## config.mk

```make
export PLATFORM = sky130hd
export DESIGN_NAME = gadget_sequencer
export DESIGN_NICKNAME = d
export VERILOG_FILES = /design/src/rtl/gadget_sequencer.sv
export SDC_FILE = /design/constraint.sdc
export NUM_CORES = 1
export LEC_CHECK = 0
export ABC_AREA = 1
export CORE_ASPECT_RATIO = 0.5
export CORE_MARGIN = 2
export CORE_UTILIZATION = 45
export DETAILED_ROUTE_END_ITERATION = 12
export PLACE_DENSITY = 0.71
export SLEW_MARGIN = 20
export SYNTH_ARGS = -nofsm -noshare
export SYNTH_HDL_FRONTEND = slang
export SYNTH_SLANG_ARGS = --single-unit
export TNS_END_PERCENT = 10
```

## constraint.sdc

```tcl
create_clock -name clk -period 1.9 [get_ports clk]
set_input_delay 0.38 -clock clk [delete_from_list [all_inputs] [get_ports clk]]
set_output_delay 0.38 -clock clk [all_outputs]
set_load 0.02 [all_outputs]
```

## src/rtl/gadget_sequencer.sv

```systemverilog
// gadget_sequencer: per-trace phase sequencer for the masked gadget.
// Optional LFSR randomness source: define LFSR_RAND_EN.
module gadget_sequencer #(
   parameter int          IN_SIZE       = 4,
   parameter int          OUT_SIZE      = 1,
   parameter int          SETTLE_CYCLES = 4,
   parameter logic [7:0]  SEED          = 8'hA5
) (
   input  logic                   clk,
   input  logic                   rst,
   input  logic                   start,
   input  logic [15:0]            n_traces,
   input  logic                   sh_valid,
   output logic                   sh_ready,
   input  logic [1:0]             sh_data,
   input  logic [1:0]             rand_in,
   output logic [IN_SIZE-1:0]     gadget_in,
   input  logic [OUT_SIZE-1:0]    gadget_out,
   output logic                   trig,
   output logic                   res_valid,
   input  logic                   res_ready,
   output logic [16+OUT_SIZE-1:0] res_data,
   output logic                   busy,
   output logic                   done
);

   localparam int CW = (SETTLE_CYCLES > 1) ? $clog2(SETTLE_CYCLES) : 1;

   typedef enum logic [2:0] {
      IDLE, CLEAR, RAND, SHARE, SETTLE, CAPTURE, REPORT, FIN
   } state_t;

   state_t        state;
   logic [15:0]   count;
   logic [15:0]   trace_idx;
   logic [CW-1:0] cnt;
   logic [1:0]    rnd;

`ifdef LFSR_RAND_EN
   localparam logic [7:0] SEED_EFF = (SEED == 8'h00) ? 8'h01 : SEED;
   logic [7:0] lfsr;
   logic       unused_rand;
   assign unused_rand = ^rand_in;
   assign rnd = lfsr[1:0];
`else
   assign rnd = rand_in;
`endif

   // Phase sequencer; every output is updated on the edge entering its state
   always_ff @(posedge clk) begin
      if (rst) begin
         state     <= IDLE;
         count     <= '0;
         trace_idx <= '0;
         cnt       <= '0;
         gadget_in <= '0;
         trig      <= 1'b0;
         sh_ready  <= 1'b0;
         res_valid <= 1'b0;
         res_data  <= '0;
         busy      <= 1'b0;
         done      <= 1'b0;
`ifdef LFSR_RAND_EN
         lfsr      <= SEED_EFF;
`endif
      end else begin
         unique case (state)
            IDLE: begin
               if (start) begin
                  busy <= 1'b1;
                  if (n_traces == 16'd0) begin
                     done  <= 1'b1;
                     state <= FIN;
                  end else begin
                     count     <= n_traces;
                     trace_idx <= '0;
                     gadget_in <= '0;
                     state     <= CLEAR;
                  end
               end
            end
            CLEAR: begin
               gadget_in <= IN_SIZE'({rnd, 2'b00});
`ifdef LFSR_RAND_EN
               lfsr <= {1'b0, lfsr[7:1]} ^ (lfsr[0] ? 8'hB8 : 8'h00);
`endif
               state <= RAND;
            end
            RAND: begin
               sh_ready <= 1'b1;
               state    <= SHARE;
            end
            SHARE: begin
               if (sh_valid) begin
                  gadget_in[1:0] <= sh_data;
                  sh_ready       <= 1'b0;
                  trig           <= 1'b1;
                  cnt            <= '0;
                  state          <= SETTLE;
               end
            end
            SETTLE: begin
               if (cnt == CW'(SETTLE_CYCLES - 1)) begin
                  trig  <= 1'b0;
                  state <= CAPTURE;
               end else begin
                  cnt <= cnt + 1'b1;
               end
            end
            CAPTURE: begin
               res_data  <= {trace_idx, gadget_out};
               res_valid <= 1'b1;
               state     <= REPORT;
            end
            REPORT: begin
               if (res_ready) begin
                  res_valid <= 1'b0;
                  if (trace_idx + 16'd1 == count) begin
                     gadget_in <= '0;
                     done      <= 1'b1;
                     state     <= FIN;
                  end else begin
                     trace_idx <= trace_idx + 16'd1;
                     gadget_in <= '0;
                     state     <= CLEAR;
                  end
               end
            end
            FIN: begin
               done  <= 1'b0;
               busy  <= 1'b0;
               state <= IDLE;
            end
            default: state <= IDLE;
         endcase
      end
   end

endmodule

```

==> results of run 1 <==
how the worst max path moves through the flow:
| stage | cells after the start | endpoint | from |
|---|---|---|---|
| 6_report | 14 | state[2]$_SDFFE_PP0P_ | trace_idx[0]$_SDFFE_PP0P_ |
| 5_1_grt | 16 | trace_idx[7]$_SDFFE_PP0P_ | trace_idx[0]$_SDFFE_PP0P_ |
| 4_1_cts | 16 | state[2]$_SDFFE_PP0P_ | trace_idx[1]$_SDFFE_PP0P_ |
| 3_5_place_dp | 10 | trace_idx[3]$_SDFFE_PP0P_ | n_traces[14] |
| 3_3_place_gp | 10 | trace_idx[9]$_SDFFE_PP0P_ | n_traces[14] |
| 2_1_floorplan | 17 | trace_idx[13]$_SDFFE_PP0P_ | trace_idx[0]$_SDFFE_PP0P_ |
logic make-up after synthesis:
logic type                 synth area share
xor gates and xnor gates           0.005233
adders and majority gates          0.007473
buffers and inverters               0.08744
DFF                                  0.3767
AOI/OAI and AO/OA                    0.1641
and+or+nand+nor                      0.3591
routing by layer:
| layer | track usage | vias to the layer above |
|---|---|---|
| li1 | - | 1860 |
| met1 | 0.2973 | 1635 |
| met2 | 0.3878 | 88 |
| met3 | 0.07845 | 11 |
| met4 | 0.05769 | 0 |
| met5 | 0 | - |
report_power, final:
group,total (mW),switching [mW],internal (mW)
Combinational,2.72,1.53,1.19
Clock,1.45,0.582,0.867
Sequential,1.84,0.200,1.64
Total,6.00,2.31,3.69
worst min-delay path, cell delays in order, from the launching register on:
cell,delay (ps)
dfxtp_1,300
inv_1,50
a21oi_1,50
stage by stage:
step	instances	total power, mW	util
finish	712	6.005	0.6662
global placement	691	4.448	0.6143
floorplan	490	3.494	-
global route	712	6.447	0.6662
CTS	710	6.005	0.6581
detailed placement	691	4.485	0.6143
what timing repair did:
| action | in CTS | in global routing |
|---|---|---|
| cloned | 1 | 0 |
| gates resized for setup | 9 | 14 |
| buffers inserted | 2 | 2 |
| endpoints found under the hold margin | 0 | 0 |
| pin swaps | 8 | 3 |
| hold buffers | 0 | 0 |
| endpoints found under the setup margin | 23 | 26 |
final cells by class:
cell class | count | area (um2) | share of cell area
multi-input combinational | 353 | 1876 | 0.3874
sequential | 63 | 1270 | 0.2623
timing repair buffer | 126 | 1097 | 0.2267
clock buffer | 11 | 232.7 | 0.04807
inverter | 58 | 220.2 | 0.04549
tap | 96 | 120.1 | 0.02481
clock inverter | 5 | 25.02 | 0.005169
flip-flops by register name, indices dropped and copies added, names as in the netlist:
name / cells
res_valid: 1
cnt: 2
trace_idx: 16
busy: 1
trig: 1
done: 1
state: 3
gadget_in: 4
res_data: 17
sh_ready: 1
count: 16
placed cells by master, fill, tap and decap left out, types with 2 or more instances in the layout:
cell             synthesis  layout
nand2_1                112     109
buf_4                    1      71
dfxtp_1                 63      60
inv_1                   55      55
clkdlybuf4s50_1          0      51
a21oi_1                 46      46
nand3_1                 48      45
nor2_1                  40      37
o21ai_0                 37      37
nand4_1                 12      12
nand2_2                  9      10
a21oi_2                  9       9
clkbuf_16                0       9
nor2_4                   7       8
nor2_2                   4       6
nand3_2                  2       5
nor3_1                   4       4
nor4_1                   4       3
nand2_4                  2       3
buf_6                    0       3
inv_2                    3       2
nand3b_1                 2       2
clkinv_1                 0       2
clkinv_2                 0       2
clkbuf_1                12       2
dfxtp_4                  0       2
==> run metrics, run 1 <==
TritonCTS clock tree built; nets@finish around 640; vias per cell ~5.0; Num CTS Buffers 9; Tot GR Track Use 0.2343; total congestion overflow 0; final instance area between 4000 and 5000 um2; max cap viols 0; post-synthesis sequential area ratio 0.3767; Routed Antenna Nets 0; Worst setup SP type flip-flop; Critical-path top delay cell dfxtp_4; R2R setup slack -210 ps; hold path depth 2; Rel. slew slack 0.7562; clock transition at the registers of the reported paths about 50 ps; most used flip-flop cell after synthesis dfxtp_1; H-Tree Depth 3; WL met1 roughly 4.2 mm; DR top layer met4; Final Max Slew Viols 0; CTS sink count 63; maximum clock rate between 400 and 500 MHz; # fillers 636; min-delay worst type flip-flop to flip-flop; hold path start done$_SDFFE_PP0P_; CP bufs+invs 2; worst path cell trace buf_4, nand3_1, nor2_2, nand2_1, nand3_1, nand3_1, nor2_1, nand2_1, nor2_4, nand4_4, buf_6, nand2_1, nand2_1, a21oi_1; share of cells above drive strength 1 0.2289; Rows 22; CTS root buf clkbuf_16; initial antenna violation count 0; P per Cell Area 1240 nW/um2; Ports 52; Post-DP HPWL 6.743 mm; CP arrival 2380 ps; Synth area leaders dfxtp_1 38%, nand2_1 13%, nand3_1 7.2%, a21oi_1 6.9%, inv_1 6.2%; first-pass GRT wire length between 15 and 20 mm; Die Area 8188 um2; slew of the pin with the lowest slew margin between 300 and 400 ps; distinct cell type count after synthesis 36; Synth Register Bits 63; Crit. End Element flip-flop; n_diodes 0; Post-Synthesis Cell Area 3348 um2; Core ar. 7267 um2; CP max stage delay 360 ps; R2R depth 14; Place WS -447.6 ps; largest net degree at the start of global routing 34; Initial Util 0.4607; Synth top area share 0.3767; synthesis-to-layout area growth 44.58%; met2 WL 4.074 mm; Synth Instances 490; Vias 3594; reg-to-reg critical path startpoint trace_idx[0]$_SDFFE_PP0P_; Final Hold Viols 0; violated checks setup timing; count of final setup violators 19; Req. time, crit path 2170 ps; Skew-Pair Late Insertion Delay 340 ps; Setup TNS -3235 ps; hold path endpoint done$_SDFFE_PP0P_; drt total wl 9.022 mm; outcome complete, but fails checks; hold slack ~450 ps; Final Cycle Share 1.109; Die Y 65.00 um; RSZ-0062 raised after global routing yes; most used cell, CP nand2_1; CP delay by family, top simple AND/OR/NAND/NOR gates; syn_nets 518; Iteration-0 DRC Markers 165; setup ws final -206.3 ps; Setup Crit Path Kind flip-flop to flip-flop; WL per Instance 12.67 um; Pleak 2.091 nW; # DRC 0; minimum clock period 2106 ps; worst vdd ir 615.2 uV; Critical R2R Capture state[2]$_SDFFE_PP0P_; die width 126.0 um; syn_area_per_cell 6.833 um2; Critical Path Fanout Max 6; count leader, synth nand2_1; Post-synth EDFFs 0; met3 WL 632 um; asr flop ratio synth 0; RePlAce Congestion 0.8750; deepest clock path buffer count 2; First-pass DRT Iterations 5; vias in the first global route ~3300; dpl cell area approximately 4500 um2; Yosys top cell by area dfxtp_1; IO buf count 51; Synthesis Warnings 0; most frequent cells after synthesis 112 x nand2_1, 63 x dfxtp_1, 55 x inv_1, 48 x nand3_1, 46 x a21oi_1; Max Clock Skew between 4 and 5 ps
No activity file was read; power rests on OpenSTA's default activity.
==> run 2: changes to the inputs <==
--- a/config.mk
+++ b/config.mk
@@ -10,7 +10,7 @@
 export CORE_MARGIN = 2
 export CORE_UTILIZATION = 45
 export DETAILED_ROUTE_END_ITERATION = 12
-export PLACE_DENSITY = 0.71
+export DONT_BUFFER_PORTS = 1
 export SLEW_MARGIN = 20
 export SYNTH_ARGS = -nofsm -noshare
 export SYNTH_HDL_FRONTEND = slang
==> constraint.sdc (replaced) <==
create_clock -name clk -period 1.9 [get_ports clk]
set_input_delay 0.38 -clock clk [delete_from_list [all_inputs] [get_ports clk]]
set_output_delay 0.38 -clock clk [all_outputs]
set_load 0.005 [all_outputs]
==> run 2 against run 1 <==
The run still ends with setup timing left. Fmax is 0.43% lower. Core utilization is 8.9 points lower. Largest power group unchanged. Die area stayed put. Highest routed layer unchanged. Power is 5.8% lower. Sequential share of layout area is 4.0 points higher. Hold slack worse by 340 ps.
==> run metrics, run 2 (synthesis gave the netlist of run 1 again) <==
largest registers res_data (17), count (16), trace_idx (16); count of final setup violators 19; Max Clock Skew around 5.2 ps; synthesis-to-layout area growth 25.30%; largest net degree at the start of global routing 33; slew of the pin with the lowest slew margin 361.9 ps; Setup Crit Path Kind flip-flop to flip-flop; Gate power share 0.383; total congestion overflow 0; vias in the first global route ~3100; Power Internal ~3.5 mW; Vias 3365; Critical Path Fanout Max 6; Final Hold Viols 0; Req. time, crit path approximately 2200 ps; WL per Instance 13.62 um; commonest cells after routing, fill and taps aside 110 x nand2_1, 60 x dfxtp_1, 55 x inv_1; violated checks setup timing; max reg flops 17; Final Cycle Share 1.113; register area 1270 um2; Final Max Slew Viols 0; Initial Util 0.4607; die width about 130 um; Crit. End Element flip-flop; Tot GR Track Use 0.2242; clock network fraction of total power 0.286; Post-CTS Hold Buffers 0; outcome complete, but fails checks; Post-DP HPWL ~6.6 mm; first-pass GRT wire length 14.26 mm; max cap viols 0; R2R depth 15; setup ws final -215.5 ps; Biggest register res_data; most common cell after layout, fill and taps aside nand2_1; Ports 52; Die Area 8188 um2; clock transition at the registers of the reported paths 50 ps; P per Cell Area between 1000 and 1500 nW/um2; Worst setup SP type flip-flop; CTS root buf clkbuf_16; post-layout power 5.657 mW; n_diodes 0; Pleak 1.808 nW; vias per cell about 5.2; drt total wl 8.760 mm; area of the multi-input gates 1843 um2; Routed Antenna Nets 0; CP arrival approximately 2400 ps; nets@finish 570; # fillers 706; H-Tree Depth 3; TritonCTS clock tree built; hold slack 105.8 ps; CTS sink count 63; Num CTS Buffers 9; RePlAce Congestion 0.9094; minimum clock period 2115 ps; Sw Pwr 2.117 mW; hold path depth 1; Setup TNS -3384 ps; worst vdd ir 817.2 uV; Layout Utilization 0.5773; First-pass DRT Iterations 4; sw frac 0.3743; Seq pwr share 0.331; min-delay worst type primary input to flip-flop; Skew-Pair Late Insertion Delay roughly 330 ps; # DRC 0; Core ar. 7267 um2; IO buf count 0; RSZ-0062 raised after global routing yes; initial antenna violation count 0; Iteration-0 DRC Markers 159; share of cells above drive strength 1 0.2212; Rel. slew slack 0.7582; maximum clock rate 472.7 MHz; Rows 22; Die Y 65.00 um; deepest clock path buffer count 2
run 2: cell types whose count changed in the layout (fill, tap and decap cells not counted), sizes merged:
cell           delta
bufinv            +1
clkbuf            +2
clkinv            -3
buf              -18
clkdlybuf4s50    -51
run 2: repair_timing:
| item | CTS | global route |
|---|---|---|
| cloned | 1 | 0 |
| buffers inserted | 3 | 1 |
| hold endpoints to repair | 0 | 0 |
| endpoints found under the setup margin | 19 | 26 |
| gates resized for setup | 10 | 3 |
| pin swaps | 13 | 5 |
run 2: power by group through the flow:
stage / registers [mW] / logic, mW / clock network, mW
after floorplan: 1.83 / 1.54 / 0
after global routing: 1.90 / 2.44 / 1.72
after CTS: 1.87 / 2.16 / 1.65
after detailed placement: 1.89 / 2.10 / 0
after global placement: 1.89 / 2.09 / 0
final: 1.87 / 2.17 / 1.62
run 2: cell type report:
| class | instances | share of cell area |
|---|---|---|
| flip-flops and latches | 63 | 0.3027 |
| clock inverters | 3 | 0.01014 |
| inverters | 58 | 0.05189 |
| multi-input cells | 353 | 0.4393 |
| well taps | 96 | 0.02863 |
| repair buffers | 57 | 0.1077 |
| clock buffers | 13 | 0.05965 |
run 2: worst max-delay path, cell delays in order, from the launching register on:
cell	delay (ps)
dfxtp_4	370
ha_4	160
nand2_4	70
nor2_4	180
buf_4	140
nand4_1	130
nand3_1	100
nand2_1	60
inv_1	50
nand2_1	70
nor2_4	150
nand4_4	150
buf_6	180
nand3b_1	80
nand2_1	50
nor2_1	80
run 2: per-layer routing:
layer | GRT usage | vias up | wire length (um)
met5 | 0 | - | 0
met3 | 0.08092 | 10 | 546
met1 | 0.2706 | 1566 | 4035
met4 | 0.06456 | 0 | 104
met2 | 0.3804 | 71 | 4073
li1 | - | 1718 | -
run 2: worst paths after layout:
kind	from	end	slack, ps
worst min register to register	count[0]$_SDFFE_PP0P_	count[0]$_SDFFE_PP0P_	460
worst max-delay path	trace_idx[0]$_SDFFE_PP0P_	trace_idx[7]$_SDFFE_PP0P_	-220
worst min-delay path	rst	trace_idx[2]$_SDFFE_PP0P_	110
worst max register to register	trace_idx[0]$_SDFFE_PP0P_	trace_idx[7]$_SDFFE_PP0P_	-220
run 2: per-stage QoR:
step           instances  setup slack (ps)  cell area, um2
6_report             643            -215.5            4195
3_3_place_gp         622            -163.5            3819
2_1_floorplan        490             10.22            3368
3_5_place_dp         622            -176.4            3819
5_1_grt              643            -356.2            4195
4_1_cts              642            -173.5            4178
